===== src/rtl/exu_divider_pkg.sv =====
// Shared constants, op/state encodings and request record for the RV32M
// radix-2 restoring divider.
package exu_divider_pkg;

  localparam int DIV_DW    = 32;
  localparam int DIV_ITERS = 32;
  localparam int DIV_CNT_W = $clog2(DIV_ITERS);

  typedef enum logic [1:0] {
    DIV_OP_DIV  = 2'b00,
    DIV_OP_DIVU = 2'b01,
    DIV_OP_REM  = 2'b10,
    DIV_OP_REMU = 2'b11
  } div_op_e;

  typedef enum logic [1:0] {
    S_IDLE  = 2'b00,
    S_START = 2'b01,
    S_CALC  = 2'b10,
    S_END   = 2'b11
  } div_state_e;

  typedef struct packed {
    div_op_e           op;
    logic [DIV_DW-1:0] dividend;
    logic [DIV_DW-1:0] divisor;
    logic [4:0]        waddr;
  } div_req_t;

  function automatic logic op_signed(div_op_e op);
    return (op == DIV_OP_DIV) || (op == DIV_OP_REM);
  endfunction

  function automatic logic op_rem(div_op_e op);
    return (op == DIV_OP_REM) || (op == DIV_OP_REMU);
  endfunction

endpackage


===== src/rtl/exu_divider_div_iter.sv =====
// One combinational radix-2 restoring step: shift in the next dividend bit,
// trial-subtract the divisor, emit one quotient bit.
module div_iter #(
  parameter int DW = 32
) (
  input  logic [DW-1:0] r_i,
  input  logic [DW-1:0] q_i,
  input  logic [DW-1:0] d_i,
  output logic [DW-1:0] r_o,
  output logic [DW-1:0] q_o
);
  logic [DW:0]   t;
  logic [DW-1:0] diff;
  logic          ge;

  assign t    = {r_i, q_i[DW-1]};
  assign ge   = t >= {1'b0, d_i};
  // When ge holds the true difference is below d_i, so the low DW bits are exact.
  assign diff = t[DW-1:0] - d_i;
  assign r_o  = ge ? diff : t[DW-1:0];
  assign q_o  = {q_i[DW-2:0], ge};
endmodule


===== src/rtl/exu_divider.sv =====
// Multi-cycle RV32M DIV/DIVU/REM/REMU unit feeding the muldiv write-back port.
// Optional: define DIV_EARLY_OUT_EN to skip iterations when |dividend| < |divisor|.
module exu_divider
  import exu_divider_pkg::*;
#(
  parameter int DW = DIV_DW
) (
  input  logic          clk,
  input  logic          rst_n,
  input  logic          req_i,
  input  logic [1:0]    op_i,
  input  logic [DW-1:0] dividend_i,
  input  logic [DW-1:0] divisor_i,
  input  logic [4:0]    waddr_i,
  input  logic          flush_i,
  output logic          busy_o,
  output logic          ready_o,
  output logic          reg_we_o,
  output logic [4:0]    reg_waddr_o,
  output logic [DW-1:0] reg_wdata_o
);
  div_state_e           state_q, state_nxt;
  div_req_t             req_q;
  logic [DW-1:0]        r_q, q_q, d_q, r_nxt, q_nxt;
  logic [DW-1:0]        abs_a, abs_b, res;
  logic [DIV_CNT_W-1:0] cnt_q;
  logic                 q_neg_q, r_neg_q;
  logic                 is_signed, div_zero, ovf, early;
  logic                 ready_q, we_q;
  logic [4:0]           waddr_q;
  logic [DW-1:0]        wdata_q;

  assign is_signed = op_signed(req_q.op);
  assign abs_a     = (is_signed && req_q.dividend[DW-1]) ? -req_q.dividend : req_q.dividend;
  assign abs_b     = (is_signed && req_q.divisor[DW-1])  ? -req_q.divisor  : req_q.divisor;
  assign div_zero  = (req_q.divisor == '0);
  assign ovf       = is_signed && (req_q.dividend == {1'b1, {(DW-1){1'b0}}}) &&
                     (req_q.divisor == '1);
`ifdef DIV_EARLY_OUT_EN
  assign early     = !div_zero && (abs_a < abs_b);
`else
  assign early     = 1'b0;
`endif

  div_iter #(.DW(DW)) u_iter (
    .r_i (r_q),
    .q_i (q_q),
    .d_i (d_q),
    .r_o (r_nxt),
    .q_o (q_nxt)
  );

  always_ff @(posedge clk or negedge rst_n) begin
    if (!rst_n) state_q <= S_IDLE;
    else        state_q <= state_nxt;
  end

  always_comb begin
    state_nxt = state_q;
    unique case (state_q)
      S_IDLE:  if (req_i && !flush_i) state_nxt = S_START;
      S_START: begin
        if (flush_i)                        state_nxt = S_IDLE;
        else if (div_zero || ovf || early)  state_nxt = S_END;
        else                                state_nxt = S_CALC;
      end
      S_CALC: begin
        if (flush_i)                                       state_nxt = S_IDLE;
        else if (cnt_q == DIV_CNT_W'(DIV_ITERS - 1))       state_nxt = S_END;
      end
      S_END:   state_nxt = S_IDLE;
      default: state_nxt = S_IDLE;
    endcase
  end

  // Special cases preload Q/R so the same sign fix-up in END covers every path.
  assign res = op_rem(req_q.op) ? (r_neg_q ? -r_q : r_q) : (q_neg_q ? -q_q : q_q);

  always_ff @(posedge clk or negedge rst_n) begin
    if (!rst_n) begin
      req_q   <= '0;
      r_q     <= '0;
      q_q     <= '0;
      d_q     <= '0;
      cnt_q   <= '0;
      q_neg_q <= 1'b0;
      r_neg_q <= 1'b0;
      ready_q <= 1'b0;
      we_q    <= 1'b0;
      waddr_q <= '0;
      wdata_q <= '0;
    end else begin
      ready_q <= 1'b0;
      we_q    <= 1'b0;
      waddr_q <= '0;
      wdata_q <= '0;
      unique case (state_q)
        S_IDLE: if (req_i && !flush_i)
          req_q <= '{op: div_op_e'(op_i), dividend: dividend_i,
                     divisor: divisor_i, waddr: waddr_i};
        S_START: begin
          d_q     <= abs_b;
          cnt_q   <= '0;
          q_neg_q <= is_signed && !div_zero && (req_q.dividend[DW-1] ^ req_q.divisor[DW-1]);
          r_neg_q <= is_signed && req_q.dividend[DW-1];
          if (div_zero) begin
            q_q <= '1;
            r_q <= abs_a;
          end else if (ovf) begin
            q_q <= {1'b1, {(DW-1){1'b0}}};
            r_q <= '0;
          end else if (early) begin
            q_q <= '0;
            r_q <= abs_a;
          end else begin
            q_q <= abs_a;
            r_q <= '0;
          end
        end
        S_CALC: begin
          r_q   <= r_nxt;
          q_q   <= q_nxt;
          cnt_q <= cnt_q + 1'b1;
        end
        S_END: if (!flush_i) begin
          ready_q <= 1'b1;
          we_q    <= 1'b1;
          waddr_q <= req_q.waddr;
          wdata_q <= res;
        end
        default: ;
      endcase
    end
  end

  assign busy_o      = (state_q == S_START) || (state_q == S_CALC);
  assign ready_o     = ready_q;
  assign reg_we_o    = we_q;
  assign reg_waddr_o = waddr_q;
  assign reg_wdata_o = wdata_q;
endmodule


===== config.mk =====
export PLATFORM = sky130hd
export DESIGN_NAME = exu_divider
export DESIGN_NICKNAME = d
export VERILOG_FILES = /design/src/rtl/exu_divider_pkg.sv /design/src/rtl/exu_divider_div_iter.sv /design/src/rtl/exu_divider.sv
export SDC_FILE = /design/constraint.sdc
export NUM_CORES = 1
export LEC_CHECK = 0
export BUFFER_PORTS_ARGS = -buffer_cell sky130_fd_sc_hd__buf_2
export CAP_MARGIN = 10
export CORE_MARGIN = 3
export CORE_UTILIZATION = 54
export CTS_CLUSTER_SIZE = 40
export DETAILED_ROUTE_END_ITERATION = 16
export PLACE_DENSITY_LB_ADDON = 0.05
export SLEW_MARGIN = 15
export SYNTH_ARGS = -nofsm -noshare
export SYNTH_HDL_FRONTEND = slang
export SYNTH_HIERARCHICAL = 1
export SYNTH_SLANG_ARGS = --single-unit

===== constraint.sdc =====
create_clock -name clk -period 2.94 [get_ports clk]
set_clock_uncertainty 0.1 [all_clocks]
set_input_delay 0 -clock clk [delete_from_list [all_inputs] [get_ports clk]]
set_output_delay 0 -clock clk [all_outputs]
set_load 0.05 [all_outputs]

# ---- Word-level counts from Yosys, hierarchy flattened
# Cells that the tools add are included.
dict set report totals {
  input_bits 75
  output_inout_bits 40
  ff_bits 214
  wordCells 75
}
dict set report op_classes {
  n_lt_le_gt_ge 1
  add_sub_neg 6
  muxes 24
  n_reduce_logical 19
  bitwise_logic 1
  n_eq_ne 10
}
# op count
set op_table {}
lappend op_table {{two-way mux 32 bit} 11}
lappend op_table {{negator 32 bit} 4}
lappend op_table {{case mux 32 bit (2 select lines)} 2}
lappend op_table {{== test 32 bit, second input constant} 2}
lappend op_table {{greater-or-equal comparator 33 x 32 -> 1 bit} 1}
lappend op_table {{zero test 32 bit} 1}
lappend op_table {{subtractor 32 bit} 1}
lappend op_table {{two-way mux 5 bit} 2}
lappend op_table {{case mux 5 bit (2 select lines)} 1}
lappend op_table {{== test 2 bit, second input constant} 4}
lappend op_table {{two-way mux 2 bit} 4}
lappend op_table {{case mux 2 bit (4 select lines)} 1}
lappend op_table {{logical AND 1 bit} 7}
lappend op_table {{adder 5 x 1 -> 5 bit, second input constant} 1}
lappend op_table {{== test 5 bit, second input constant} 1}
lappend op_table {{zero test 2 bit} 2}
lappend op_table {{logical OR 1 bit} 4}
lappend op_table {{AND reduction 2 bit} 2}
lappend op_table {{two-way mux 1 bit} 3}
lappend op_table {{inequality test 3 bit, second input constant} 1}
lappend op_table {{== test 2 x 1 -> 1 bit, second input constant} 1}
lappend op_table {{zero test 1 bit} 2}
lappend op_table {{inequality test 2 bit, second input constant} 1}
lappend op_table {{nonzero test 2 bit} 1}
lappend op_table {{XOR 1 bit} 1}

# ---- Logic depth before layout (Yosys ltp)
# Gate-level depths: netlist (run 1).
dict set report logic_depth {
  word_depth 8
  mapped_depth 16
  depth_no_buf 14
}

# ---- By module
# Netlist (run 1), hierarchy kept.
# module cells_each seq_area_each_um2 instances area_each_um2
set modules_own_cells {}
lappend modules_own_cells {exu_divider 1204 5355.1 1 11486.0}
lappend modules_own_cells {div_iter 362 0.0 1 2631.3}

# ---- Worst setup path after synthesis (run 1)
# OpenSTA, ideal clock, no wires.
dict set report synth_timing {
  path_type {register -> register}
  from {register r_q[1]}
  to {register r_q[5]}
  path_buffers 1
  synth_period_minus_slack_ns 3.253
  t_required_ns 2.714
  arrival_time_ns 3.027
  setup_slack_ns -0.313
  stages_incl_launch_ff 14
  setup_time_ns 0.126
  path_cell_list {dfrtp_1 -> ha_1 -> a21oi_2 -> o21ai_2 -> a221o_1 -> a21oi_2 -> nor3_1 -> nor4_1 -> o21ai_1 -> o32ai_4 -> buf_6 -> mux2_4 -> a221oi_1 -> nor2_1}
}
dict set report synth_via {
  elab_chain_len 3
  elab_cells_between_ends 4
  cone_classes {1 x add/sub; 1 x order compare; 2 x mux}
}
# item line_no
set synth_lines {}
lappend synth_lines {{start: declaration} exu_divider.sv:24} ;# logic [DW-1:0] r_q, q_q, d_q, r_nxt, q_nxt;
lappend synth_lines {{start signal: assignment} exu_divider.sv:108} ;# r_q <= abs_a;
lappend synth_lines {{start signal: assignment} exu_divider.sv:114} ;# r_q <= abs_a;
lappend synth_lines {{start signal: assignment} exu_divider.sv:121} ;# r_q <= r_nxt;
lappend synth_lines {{subtractor 32 bit / greater-or-equal comparator 33 x 32 -> 1 bit (equally long branches)} {exu_divider_div_iter.sv:19, exu_divider_div_iter.sv:17}}
lappend synth_lines {{two-way mux 32 bit *} exu_divider_div_iter.sv:20} ;# assign r_o = ge ? diff : t[DW-1:0];
lappend synth_lines {{named net r_nxt[5]} exu_divider.sv:24}
lappend synth_lines {{case mux 32 bit (2 select lines) *} exu_divider.sv:97} ;# unique case (state_q)
# Mark *: on every way through the listed nets, which the timed path passes. The rest lies on a longest branch.
# A chain may end at the register's enable or synchronous reset.

# ---- Worst setup path in the final report (run 1)
dict set report layout_timing {
  from {register r_q[0]}
  to {register r_q[5]}
}
# The elaborated chain is that of the path after synthesis.

==> results of run 1 <==
-- worst reg2reg max path: stages (launching register included) --
cell      delay, ns
dfrtp_1        0.41
ha_1           0.33
nand2_1        0.09
o21ai_2        0.07
a221o_1        0.35
a21oi_2        0.24
nor3_4         0.07
nor4_4         0.18
o21ai_2        0.12
o32ai_4        0.16
buf_12         0.19
mux2_4         0.32
a221oi_4       0.29
nor2_1         0.08
-- power groups by stage --
stage | Sequential (mW) | Combinational, mW | Clock, mW
after floorplan | 5.44 | 9.59 | 0
after global placement | 5.62 | 14.6 | 0
after detailed placement | 5.68 | 14.8 | 0
after CTS | 5.66 | 15.7 | 3.36
after global routing | 5.90 | 17.9 | 3.48
final | 5.75 | 16.7 | 3.33
-- cell families (layout without fill, tap and decap cells) --
family / Yosys count / in the layout / synth area share, %
mux: 113 / 113 / 9.45
fa+ha+maj: 45 / 45 / 4.04
buf+inv: 204 / 538 / 6.51
flops: 214 / 214 / 37.9
compound gates: 382 / 382 / 17.2
xor+xnor: 137 / 137 / 8.50
simple gates: 471 / 471 / 16.3
-- final cells by class --
type / instances / share of cell area (%)
Timing Repair Buffer: 414 / 16.8
Clock inverter: 16 / 1.02
Sequential cell: 214 / 28.8
Multi-Input combinational cell: 1148 / 45.9
Tap cell: 330 / 2.22
Clock buffer: 30 / 3.73
Inverter: 78 / 1.57
-- routing by layer --
layer  share of wire, %  track usage, %  routed length [µm]  vias up
li1                   -               -                   -     6198
met1                 42            44.9               19700     6470
met2                 47            54.3               22100      593
met3                7.9            5.10                3710      110
met4                3.5            10.4                1660        2
met5              0.042               0                  20        -
-- what timing repair did --
| item | CTS | global route |
|---|---|---|
| hold buffers | 75 | 0 |
| endpoints found under the hold margin | 249 | 0 |
| pin swaps | 8 | 25 |
| gates cloned | 1 | 0 |
| gates resized for setup | 50 | 74 |
| setup buffers | 15 | 4 |
| endpoints found under the setup margin | 44 | 47 |
-- path summary, 6_finish.rpt --
check	end	cells past startpoint	slack [ns]	from
max	r_q[5]	13	-0.18	r_q[0]
min	d_q[24]	2	-0.004	rst_n
max reg2reg	r_q[5]	13	-0.18	r_q[0]
min reg2reg	reg_waddr_o[1]	1	0.37	req_q[1]
max in group asynchronous	req_q[26]	3	1.93	rst_n
min in group clk	req_q[3]	3	0.11	waddr_i[3]
-- sequential cells by signal, indices dropped and copies added (netlist names) --
signal and count:
cnt_q 5, d_q 32, q_neg_q 1, q_q 32
r_neg_q 1, r_q 32, reg_waddr_o 5, reg_wdata_o 32
reg_we_o 1, req_q 71, state_q 2
-- stage by stage --
step / power (mW) / TNS, ns / std cells / setup slack, ns
after floorplan: 15.0 / -0.119 / 1566 / -0.0488
after global placement: 20.3 / -10.68 / 2090 / -0.407
after detailed placement: 20.5 / -10.68 / 2090 / -0.407
after CTS: 24.7 / -4.01 / 2226 / -0.176
after global routing: 27.3 / -6.88 / 2230 / -0.283
final: 25.7 / -3.54 / 2230 / -0.182
-- Yosys cell counts, types with 34 or more instances --
| cell | instances | share of area [%] |
|---|---|---|
| inv_1 | 78 | 2.1 |
| xor2_1 | 53 | 3.3 |
| ha_1 | 44 | 3.9 |
| nand2_1 | 95 | 2.5 |
| a21oi_1 | 113 | 4.0 |
| xnor2_1 | 84 | 5.2 |
| dfrtp_1 | 214 | 38 |
| a31oi_1 | 34 | 1.5 |
| mux2_2 | 74 | 5.9 |
| clkbuf_1 | 81 | 2.2 |
| nor3_1 | 38 | 1.3 |
| nor2_1 | 154 | 4.1 |
| o21ai_0 | 74 | 2.6 |
==> metrics, run 1 <==
warnings from Yosys=6; # nets final=2,002; post-synthesis net count=approximately 1,700; Cell Chain, Critical Path=ha_1 -> nand2_1 -> o21ai_2 -> a221o_1 -> a21oi_2 -> nor3_4 -> nor4_4 -> o21ai_2 -> o32ai_4 -> buf_12 -> mux2_4 -> a221oi_4 -> nor2_1; crit path max fanout=12; DR vias/cell=6.00; Post-Place Cell Area=0.0163 mm²; Num CTS Buffers=26; Unique masters post-synth=73; worst-margin pin slew=approximately 1.2 ns; Top delay family on crit path=compound AO/OA/AOI/OAI gates; Post-Syn Area=0.0141 mm²; Slowest cell on crit path=dfrtp_1; Die Area=between 0.02 and 0.03 mm²; DP HPWL=34.0 mm; Rows=58; most used cell, CP=o21ai_2; fin crit period=3.12 ns; Layout Cell Area excl Fill=0.0186 mm²; Final period util=106%; vias in the first global route=13,229; clock tree sinks=214; Arr. time, crit path=3.46 ns; total grt overflow=0; pin count of the biggest net entering global routing=just under 90; switching pwr=between 10 and 15 mW; area delta synth->final=32.0%; Multi-input gate area=0.00855 mm²; sequential power share=~22%; Comb pwr share=about two thirds; final hold slack=-0.00395 ns; clock buffer depth=3; chip width=168 µm; setup ws final=-0.182 ns; worst hold-check path type=in -> async; DRT Pass-1 Iters=5; worst IR drop on VDD=between 0.9 and 1 mV; asr flop ratio synth=100%; Ant. Diodes=0; Wirelength per Cell=roughly 21 µm; syn_area_per_cell=9.01 µm²; Seq. cell area=0.00537 mm²; initial antenna violation count=1; I/O Buffers=114; synthesized instance count=approximately 1,600; GRT Util Overall=around a third; CP required=roughly 3.3 ns; die height=168 µm; crit start category=flop; Clk pwr share=between 10 and 15%; number of synthesized flops with an enable pin=0; DRC violations left=0; Routed Wire Length=approximately 47 mm; worst-skew pair later-pin latency=between 0.5 and 0.6 ns; internal power=between 10 and 15 mW; Finish-stage setup viols=31; Final Util=between 70 and 80%; layout cell share with drive strength beyond 1=32.5%; post-synthesis sequential area ratio=37.9%; final slew viol count=0; Critical Path End Type=flop; commonest non-fill, non-tap cell in the layout=buf_4; slowest stage delay, CP=0.41 ns; core box area=approximately 0.025 mm²; Routed Antenna Nets=0; RePlAce Congestion=between 1 and 1.5; CTS tree=yes; status=finished with violations; most frequent cells in the layout=buf_4, dfrtp_1, nor2_1; DRT iter0 DRCs=1,269; Pleak=8.26 nW; Peak Freq=320 MHz; CTS root buf=clkbuf_16; I/O Pins=115; H-tree Lvls=1; CTS clock-pin slew for the worst setup and hold paths=0.06 ns; Initial Util=roughly 55%; first-pass GRT wire length=approximately 74 mm; Synth Flop Type=dfrtp_1; Switching Share=approximately 46%; #FFs+latches synth=around 210; Final Hold Viols=1; fill count=1,900; buffers plus inverters on the worst setup path=1; vias after detailed routing=between 10,000 and 15,000; Max Cap Violations=0; power per cell area=~1400 mW/mm²; failing checks=negative hold slack, negative setup slack; Rel. slew slack=about 18%; CP Class=reg -> reg; RSZ-0062 raised after global routing=yes
No activity file was read; power rests on OpenSTA's default activity.
==> run 2: changes to the inputs <==
--- a/config.mk
+++ b/config.mk
@@ -5,10 +5,11 @@
 export SDC_FILE = /design/constraint.sdc
 export NUM_CORES = 1
 export LEC_CHECK = 0
+export ABC_AREA = 1
 export BUFFER_PORTS_ARGS = -buffer_cell sky130_fd_sc_hd__buf_2
 export CAP_MARGIN = 10
 export CORE_MARGIN = 3
-export CORE_UTILIZATION = 54
+export CORE_UTILIZATION = 30
 export CTS_CLUSTER_SIZE = 40
 export DETAILED_ROUTE_END_ITERATION = 16
 export PLACE_DENSITY_LB_ADDON = 0.05
==> metrics, run 2 <==
top cells by count, synth=nand2_1, nor2_1, inv_1; warnings from Yosys=6 (unchanged); power per cell area=1290 mW/mm² (-6.3%); post-synthesis sequential area ratio=32.9% (-5.0 points); vias after detailed routing=16,612 (+24%); status=complete, no violations; Finish-stage setup viols=0 (-100%); commonest non-fill, non-tap cell in the layout=nand2_1; Arr. time, crit path=3.15 ns (-0.31 ns); Pleak=9.92 nW (+20%); Ant. Diodes=0 (unchanged); syn_area_per_cell=6.40 µm² (-29%); clock tree sinks=214 (unchanged); vias in the first global route=16,236 (+23%); crit path max fanout=6 (-6); worst-skew pair later-pin latency=0.58 ns (+0.02 ns); crit start category=flop; H-tree Lvls=1 (unchanged); CTS tree=yes; Final Util=36.4% (-37 points); grt met3 use=3.07% (-2.0 points); CTS root buf=clkbuf_16; worst IR drop on VDD=0.564 mV (-38%); grt peak-use layer=met2; reg2reg start=req_q[37]; post-synthesis net count=2,665 (+58%); DR vias/cell=4.87 (-19%); final slew viol count=0 (unchanged); CP Class=reg -> reg; Hold Path Stages=3; DRT iter0 DRCs=1,330 (+4.8%); worst hold-check path type=in -> reg; total grt overflow=0 (unchanged); Initial Util=30.7% (-25 points); Post-Syn Area=0.0163 mm² (+15%); worst setup path end=state_q[0]; core box area=0.0531 mm² (+110%); asr flop ratio synth=100% (unchanged); Max Cap Violations=0 (unchanged); Rel. slew slack=44.4% (+27 points); Final period util=93.7% (-12 points); Critical Path End Type=flop; Largest register FFs=71 (unchanged); fin crit period=2.75 ns (-0.367 ns); CP startpoint=req_q[37]; top-count cell post-synth=nand2_1; initial antenna violation count=1 (unchanged); pin count of the biggest net entering global routing=87 (unchanged); layout cell share with drive strength beyond 1=11.0% (-22 points); Peak Freq=363 MHz (+13%); most frequent cells in the layout=nand2_1, nor2_1, inv_1; number of synthesized flops with an enable pin=0 (unchanged); met1 Resource Use GR=32.2% (-13 points); die height=239 µm (+42%); synthesized instance count=2,545 (+63%); Synth top area share=32.9% (-5.0 points); ranking of synthesized cells by area=dfrtp_1, nand2_1, nor2_1, inv_1, nand3_1; area leader, netlist=dfrtp_1; DRC violations left=0 (unchanged); # nets final=2,820 (+41%); chip width=239 µm (+42%); Routed Wire Length=65.3 mm (+38%); I/O Buffers=114 (unchanged); Rows=84 (+45%); Worst R2R End=state_q[0]; worst-margin pin slew=0.828 ns (-0.406 ns); Final Hold Viols=0 (-1); clock buffer depth=3 (unchanged); Largest Register=req_q; CP required=3.34 ns (+0.06 ns); Synth Flop Type=dfrtp_1; GRT met2 Usage=36.6% (-18 points); DP HPWL=50.6 mm (+49%); CTS clock-pin slew for the worst setup and hold paths=0.06 ns (about the same); DRT Pass-1 Iters=5 (unchanged); RePlAce Congestion=0.945 (-7.0%); Routed Antenna Nets=0 (unchanged); Post-CTS Setup Repair Bufs=0 (-15); Num CTS Buffers=29 (+12%); Die Area=0.0571 mm² (+100%); area delta synth->final=18.5%; RSZ-0062 raised after global routing=no; Wirelength per Cell=19.1 µm (-9.6%); first-pass GRT wire length=99.1 mm (+34%); GRT Util Overall=22.7% (-10 points); Setup TNS=0 ns (+3.54 ns); cells on worst reg2reg path=10 (-3); Unique masters post-synth=49 (-33%); reg-to-reg slack, setup=0.19 ns (+0.37 ns); I/O Pins=115 (unchanged); #FFs+latches synth=214 (unchanged)
==> run 2: routing by layer <==
metal,vias up,share of wire (%)
li1,8332,-
met1,7815,48
met2,390,45
met3,75,4.8
met4,0,2.3
met5,-,0
==> run 2: cell type report <==
class                   count  area, µm²
multi-input cells        1892       9150
clock buffers              38        790
inverters                 323       1210
fillers                  5805      33800
clock inverters            14        133
repair buffers            240       1790
flip-flops and latches    214       5360
well taps                 688        861
==> run 2: how the worst min path moves through the flow <==
stage	startpoint	end	slack [ns]
global route	dividend_i[9]	req_q[46]	0.09
global placement	rst_n	req_q[55]	-0.02
CTS	dividend_i[9]	req_q[46]	0.05
floorplan	rst_n	cnt_q[0]	-0.40
finish	dividend_i[9]	req_q[46]	0.09
detailed placement	rst_n	req_q[55]	-0.03
==> run 2: report_power, final <==
group          switching, mW  total (mW)  internal (mW)
registers               1.45        5.65           4.20
logic                   10.9        15.8           4.97
clock network           1.44        3.49           2.05
==> run 2: cells by family (layout without fill, tap and decap cells) <==
group	after synthesis	in the layout	synth area share [%]
AND/OR/NAND/NOR	1461	1462	37.6
buffers and inverters	440	615	11.4
AO/OA/AOI/OAI	327	327	11.3
flip-flops	214	214	32.9
XOR/XNOR	48	48	2.58
adder cells (fa/ha/maj)	45	45	3.51
multiplexers	10	10	0.692
==> run 2: per-stage QoR <==
stage | setup slack [ns] | total power [mW] | hold slack (ns) | instances | instance area, µm²
after CTS | 0.152 | 24.9 | 0.0479 | 3408 | 19200
final | 0.185 | 25.0 | 0.0873 | 3409 | 19300
after detailed placement | 0.185 | 21.2 | -0.0345 | 3280 | 17600
after global routing | 0.00185 | 27.2 | 0.0911 | 3409 | 19300
after global placement | 0.166 | 21.1 | -0.0221 | 3280 | 17600
after floorplan | 0.566 | 16.1 | -0.396 | 2545 | 16300
==> run 2: critical path: stages (launching register included) <==
cell,delay (ns)
dfrtp_1,0.39
inv_1,0.15
ha_1,0.22
nand3_1,0.13
nor2_2,0.29
nand4_1,0.31
nand3b_1,0.25
nand2_1,0.07
nand2_1,0.05
a21oi_1,0.14
dlygate4sd3_1,0.58
==> run 2: what timing repair did <==
action,CTS,global route
gates resized for setup,0,6
hold buffers,76,0
hold endpoints to repair,287,0
endpoints found under the setup margin,0,19
